`src/rtl/vrf_writeback.sv`:
```
// Writeback stage plus 32 x 64-bit register file with a one-entry held result,
// byte-granular partial writes (PPP field) and a merged read bypass.
module vrf_writeback (
  input  logic        clk,
  input  logic        reset,
  input  logic        wb_valid_in,
  input  logic [63:0] ALU_out,
  input  logic        wb_wrEn_in,
  input  logic [4:0]  wb_rD_in,
  input  logic [2:0]  wb_ppp_in,
  input  logic        stall_in,
  input  logic [4:0]  rA_addr,
  input  logic [4:0]  rB_addr,
  output logic [63:0] rA_64bit_val,
  output logic [63:0] rB_64bit_val,
  output logic        wb_busy
);

  // Vectors use [63:0]; the architectural "bit 0" MSB is bit 63 here, so byte k
  // lives at [63-8k -: 8] and hex values read identically.
  function automatic logic [63:0] pppMask(input logic [2:0] ppp);
    case (ppp)
      3'b000:  pppMask = 64'hFFFF_FFFF_FFFF_FFFF;
      3'b001:  pppMask = 64'hFFFF_FFFF_0000_0000;
      3'b010:  pppMask = 64'h0000_0000_FFFF_FFFF;
      3'b011:  pppMask = 64'hFF00_FF00_FF00_FF00;
      3'b100:  pppMask = 64'h00FF_00FF_00FF_00FF;
      default: pppMask = 64'h0000_0000_0000_0000;
    endcase
  endfunction

  logic [63:0] rf_q [32];

  logic        heldValid_q, heldValid_d;
  logic        heldWrEn_q,  heldWrEn_d;
  logic [4:0]  heldRd_q,    heldRd_d;
  logic [2:0]  heldPpp_q,   heldPpp_d;
  logic [63:0] heldData_q,  heldData_d;

  logic        heldWrites;
  logic [63:0] heldMask;
  logic [63:0] commitData;

  // The merged value serves both the commit and the bypass, so a read of the
  // held destination always sees exactly what the commit will store.
  assign heldWrites = heldValid_q & heldWrEn_q & (heldRd_q != 5'd0);
  assign heldMask   = pppMask(heldPpp_q);
  assign commitData = (rf_q[heldRd_q] & ~heldMask) | (heldData_q & heldMask);
  assign wb_busy    = heldValid_q;

  assign rA_64bit_val = (rA_addr == 5'd0) ? 64'd0 :
                        (heldWrites && (heldRd_q == rA_addr)) ? commitData : rf_q[rA_addr];
  assign rB_64bit_val = (rB_addr == 5'd0) ? 64'd0 :
                        (heldWrites && (heldRd_q == rB_addr)) ? commitData : rf_q[rB_addr];

  always_comb begin
    heldValid_d = heldValid_q;
    heldWrEn_d  = heldWrEn_q;
    heldRd_d    = heldRd_q;
    heldPpp_d   = heldPpp_q;
    heldData_d  = heldData_q;
    if (!stall_in) begin
      heldValid_d = wb_valid_in;
      heldWrEn_d  = wb_wrEn_in;
      heldRd_d    = wb_rD_in;
      heldPpp_d   = wb_ppp_in;
      heldData_d  = ALU_out;
    end
  end

  // Reset discards any pending entry instead of committing it.
  always_ff @(posedge clk) begin
    if (reset) begin
      heldValid_q <= 1'b0;
      heldWrEn_q  <= 1'b0;
      heldRd_q    <= 5'd0;
      heldPpp_q   <= 3'd0;
      heldData_q  <= 64'd0;
      for (int i = 0; i < 32; i++) rf_q[i] <= 64'd0;
    end else begin
      heldValid_q <= heldValid_d;
      heldWrEn_q  <= heldWrEn_d;
      heldRd_q    <= heldRd_d;
      heldPpp_q   <= heldPpp_d;
      heldData_q  <= heldData_d;
      if (!stall_in && heldWrites) rf_q[heldRd_q] <= commitData;
    end
  end

endmodule

```
`config.mk`:
```
export PLATFORM = sky130hd
export DESIGN_NAME = vrf_writeback
export DESIGN_NICKNAME = d
export VERILOG_FILES = /design/src/rtl/vrf_writeback.sv
export SDC_FILE = /design/constraint.sdc
export NUM_CORES = 2
export LEC_CHECK = 0
export CAP_MARGIN = 15
export CORE_MARGIN = 2
export CORE_UTILIZATION = 40
export CTS_CLUSTER_DIAMETER = 30
export DETAILED_ROUTE_END_ITERATION = 16
export GPL_ROUTABILITY_DRIVEN = 0
export SETUP_SLACK_MARGIN = 0.02
export SYNTH_ARGS = -nofsm -noshare
export SYNTH_HDL_FRONTEND = slang
export SYNTH_SLANG_ARGS = --single-unit
```
`constraint.sdc`:
```
create_clock -name clk -period 5.1 [get_ports clk]
set_input_delay 0.765 -clock clk [delete_from_list [all_inputs] [get_ports clk]]
set_output_delay 0.765 -clock clk [all_outputs]
set_load 0.01 [all_outputs]
```
# After elaboration in Yosys (flattened, before gate mapping)
# Memory sizes are Yosys's and may differ from the RTL's. A register that Yosys moved wholly into a read port is not among the register bits.
# Index checks and enable logic that the tools add are counted.
# word_totals
reg_bits	74
mem_count	1
output_inout_bits	129
mem_bits_rw	2048
input_bits	87
word_cells	42
# op_classes
bitwise_logic	6
n_eq_ne	6
reduce_logical	9
muxes	15
# mem_list
memory	words	width	rd	rd_clocked_by_memory_dff	write_ports	line_no	source
rf_q	32	64	3	1	32	32	logic [63:0] rf_q [32];
# op_table
cell	n
$mux 64	5
$pmux 64 s5	1
$and 64x64->64	2
$not 64->64	1
$or 64x64->64	1
$reduce_or 64->1	1
$mux 5	3
$eq 5x5->1	2
$logic_not 5->1	2
$eq 3x2->1 const B	2
$mux 1	6
$reduce_bool 5->1	1
$eq 3x1->1 const B	1
$eq 3x3->1 const B	1
$logic_and 1x1->1	3
$logic_not 3->1	1
$and 1x1->1	2
$logic_not 1->1	1

# Longest topological paths before layout
# logic_depth
depth_word	8
depth_mapped	13

# Least setup slack after synthesis
# No wires, ideal clock.
# synth_path
kind	in2reg
start	input port reset
end	memory rf_q[24][0] (enable)
required_ns	4.667
setup_time_ns	0.433
stages	5
setup_slack_ns	1.169
arrival_time_ns	3.498
path_cell_list	buf_2 > nor3_1 > nor4b_1 > nand2_1 > nand2b_1
# synth_lines
item	line_no	source
from (decl)	5	input logic reset,
to (decl)	32	

==> flow_summary.ini <==
[placement]
port_buffers = 215
numPlacedInstances = 12700
hpwl_mm = 323

[critical_path]
crit_chain = inv_8, buf_4, mux2_2, o22ai_1, a21oi_1, nand2_1, a211oi_2, buf_4, clkdlybuf4s50_1
start_kind = flop
cpMaxStageDelayCell = dfxtp_4
r2r_start = wb_busy
crit_arrival_ns = 4.36
cp_data_required_time_ns = 4.34
cpMostUsedCell = buf_4
worstPathMaxFanout = 43
critical_path.max_stage_delay_ns = 0.66
critical_path_class = flop to primary output
crit_path_end_kind = primary output
r2r_slack_ns = 1.22
r2r-end = rf_q[7][36]
r2r_cells = 7

[timing]
fmax_mhz = 195
skew_ns = 0.0878
slew_viol_final = 0
rsz0062_at_grt = yes
hold_violations = 0
setup_tns_ns = -0.0415
setup_ws_ns = -0.0207
tightest_slew_ns = 1.32
setup-violations-final = 3
max-slew-margin-rel = 0.117
fin_crit_ns = 5.12
finalCritPeriodShare = 1.00

[global_route]
overflow = 0
track_usage = 0.346
antenna_found_initial = 22
grt_pass1_wl_mm = 761
grt_pass1_vias = 93800
grt_max_degree = 81

[detailed_routing]
drc = 0
postRouteAntennaNets = 0
met3_length_mm = 89.7
top_layer_used = met5
drtIter0Drc = 17700
wl_met2_mm = 242
drt_wl_total_mm = 564
drtPass1Iterations = 7
vias = 96700
avgViaCountPerCell = 7.09
wl_met1_mm = 184
routedWlPerCell_um = 41.3

[status]
violations = negative setup slack
outcome = complete, but fails checks

[synthesis]
ys_seq_area_frac = 0.503
netlist_area_um2 = 125000
synthArstFlopShare = 0
yosysWarnings = 0
synth-edff-count = 2048
synth_cell_types = 73
synth.ff_latch_count = 2127
syn_inst = 8727
ys.flop_type = edfxtp_1
synth.avg_cell_area_um2 = 14.4

[cts]
clockBufferDepth = 4
cts.sinks = 2127
clk_latency_ns = 0.98
h-tree-depth = 5
cts_made_buffers = 466
holdBufCountCts = 0
root_buffer = clkbuf_16
clk_pin_slew_worst_paths_ns = 0.05
cts_tree = yes

[flow_run]
cap_violations = 0

[hold_path]
whs_path_depth = 2
min_to = heldData_q[1]
min_path_type = input port to flop
hp-start = reset

[floorplanning]
ioPinCount = 216
initial_core_util = 0.402
dieHeight_um = 564
core-area_um2 = 312000
die_area_um2 = 318000
die_x_um = 564
rows = 205

[final_layout]
layoutNonFillerInstCount = 13600
synthToLayoutAreaGrowth_pct = 21.1
nNetsFinal = 9168
drive_gt1_frac = 0.335

[power_and_ir_drop]
leakage_uw = 0.0540
ir_worst_vdd_uv = 315
power-per-cell-area_nw_per_um2 = 390
## final cells by class
class | instances | area (um2)
Fill cell | 26400 | 160000
Sequential cell | 2127 | 63100
Multi-Input combinational cell | 5652 | 58400
Clock buffer | 508 | 11900
Timing Repair Buffer | 826 | 8950
Tap cell | 4140 | 5180
Clock inverter | 361 | 4220
Inverter | 8 | 51.3
Antenna cell | 17 | 42.5
## critical path: cells and delay by family, from the launching register on
family	cells	cell delay (ns)
flops	1	0.66
simple gates	1	0.16
buf+inv	4	1.45
compound gates	3	0.71
mux	1	0.26
## sequential cells by signal, summed over array words and instances, names as in the netlist, named ones only
register / cells
heldData_q: 64
heldPpp_q: 3
heldRd_q: 5
heldWrEn_q: 1
rf_q: 2048
wb_busy: 1
## worst max-delay path by stage
stage / startpoint / to / slack, ns / cells after the start
2_1_floorplan: reset / rf_q[24][0] / 1.17 / 5
3_3_place_gp: flop / rA_64bit_val[57] / -0.02 / 9
3_5_place_dp: flop / rA_64bit_val[57] / -0.08 / 9
4_1_cts: flop / rA_64bit_val[57] / -0.04 / 9
5_1_grt: flop / rB_64bit_val[29] / -0.0003 / 9
6_report: flop / rB_64bit_val[29] / -0.02 / 9
## timing repair
action	CTS	global route
buffers inserted	12	9
setup endpoints to repair	96	50
cloned	0	4
endpoints found under the hold margin	0	0
pin swaps	1	0
resized for setup	48	27
## cells by family (layout without fill, tap and decap cells)
family	after synthesis	in the layout	synth area share
compound gates	769	769	0.0420
xor+xnor	10	10	0.000698
buf+inv	1011	1703	0.0403
flops	2127	2127	0.503
mux	2426	2426	0.340
other cells	1	81	0.0000299
simple gates	2383	2383	0.0742
## per-stage QoR
stage                     setup slack (ns)  instance area (um2)  power (uW)  hold WS [ns]  utilization
after global routing             -0.000255               152000       60200         0.171        0.487
after CTS                          -0.0384               152000       58900         0.153        0.486
final                              -0.0207               152000       59200         0.184        0.487
after global placement             -0.0187               135000       28000         0.476        0.433
after floorplan                       1.17               126000       25100         0.463            -
after detailed placement           -0.0758               135000       28100         0.504        0.433
## metal layers
metal / GRT usage / vias up
met2: 0.505 / 9977
li1: - / 35400
met4: 0.242 / 19
met5: 0.00625 / -
met1: 0.427 / 49000
met3: 0.125 / 2373
## placed cells by master, fill, tap and decap left out, types with 57 or more instances in the layout
cell type	n
edfxtp_1	2048
bufinv_16	64
clkdlybuf4s50_1	202
nor2_1	2079
clkinvlp_4	64
o22ai_1	199
mux2i_1	829
inv_6	58
a211oi_1	57
buf_12	150
mux2_2	133
a21oi_1	224
clkinv_2	73
buf_4	435
dfxtp_1	73
nand2_1	107
a22oi_1	61
mux4_2	1437
clkbuf_16	474
conb_1	64
## Yosys cell counts, drive strengths merged, types with 2 or more instances
cell | count | area (um2)
a2111oi | 5 | 62.6
a211o | 22 | 208
a211oi | 65 | 488
a21o | 3 | 22.5
a21oi | 227 | 1140
a221oi | 52 | 518
a22o | 25 | 219
a22oi | 61 | 458
a311o | 2 | 22.5
a31o | 3 | 26.3
a31oi | 13 | 96.3
and2 | 17 | 106
and3 | 3 | 18.8
and3b | 3 | 26.3
buf | 527 | 3240
clkbuf | 476 | 1790
dfxtp | 79 | 1580
edfxtp | 2048 | 61500
inv | 7 | 26.3
mux2 | 133 | 1500
mux2i | 843 | 8440
mux4 | 1450 | 32700
nand2 | 146 | 548
nand2b | 36 | 225
nand3 | 39 | 195
nand4 | 2 | 12.5
nor2 | 2089 | 7850
nor2b | 11 | 68.8
nor3 | 11 | 60.1
nor3b | 11 | 82.6
nor4b | 2 | 23.8
o2111ai | 9 | 135
o211ai | 28 | 210
o21ai | 28 | 178
o221ai | 11 | 96.3
o22ai | 199 | 1240
o311ai | 5 | 61.3
o31ai | 5 | 37.5
or2 | 4 | 25.0
or3 | 5 | 31.3
xnor2 | 5 | 43.8
xor2 | 5 | 43.8
## report_power, final
group          leakage (uW)  internal [uW]  switching, uW
Sequential           0.0217          19800            590
Clock               0.00774          20200          10800
Combinational        0.0246           3190           4580
Total                0.0540          43200          15900
Note: power is estimated with default switching activity, not from simulation.
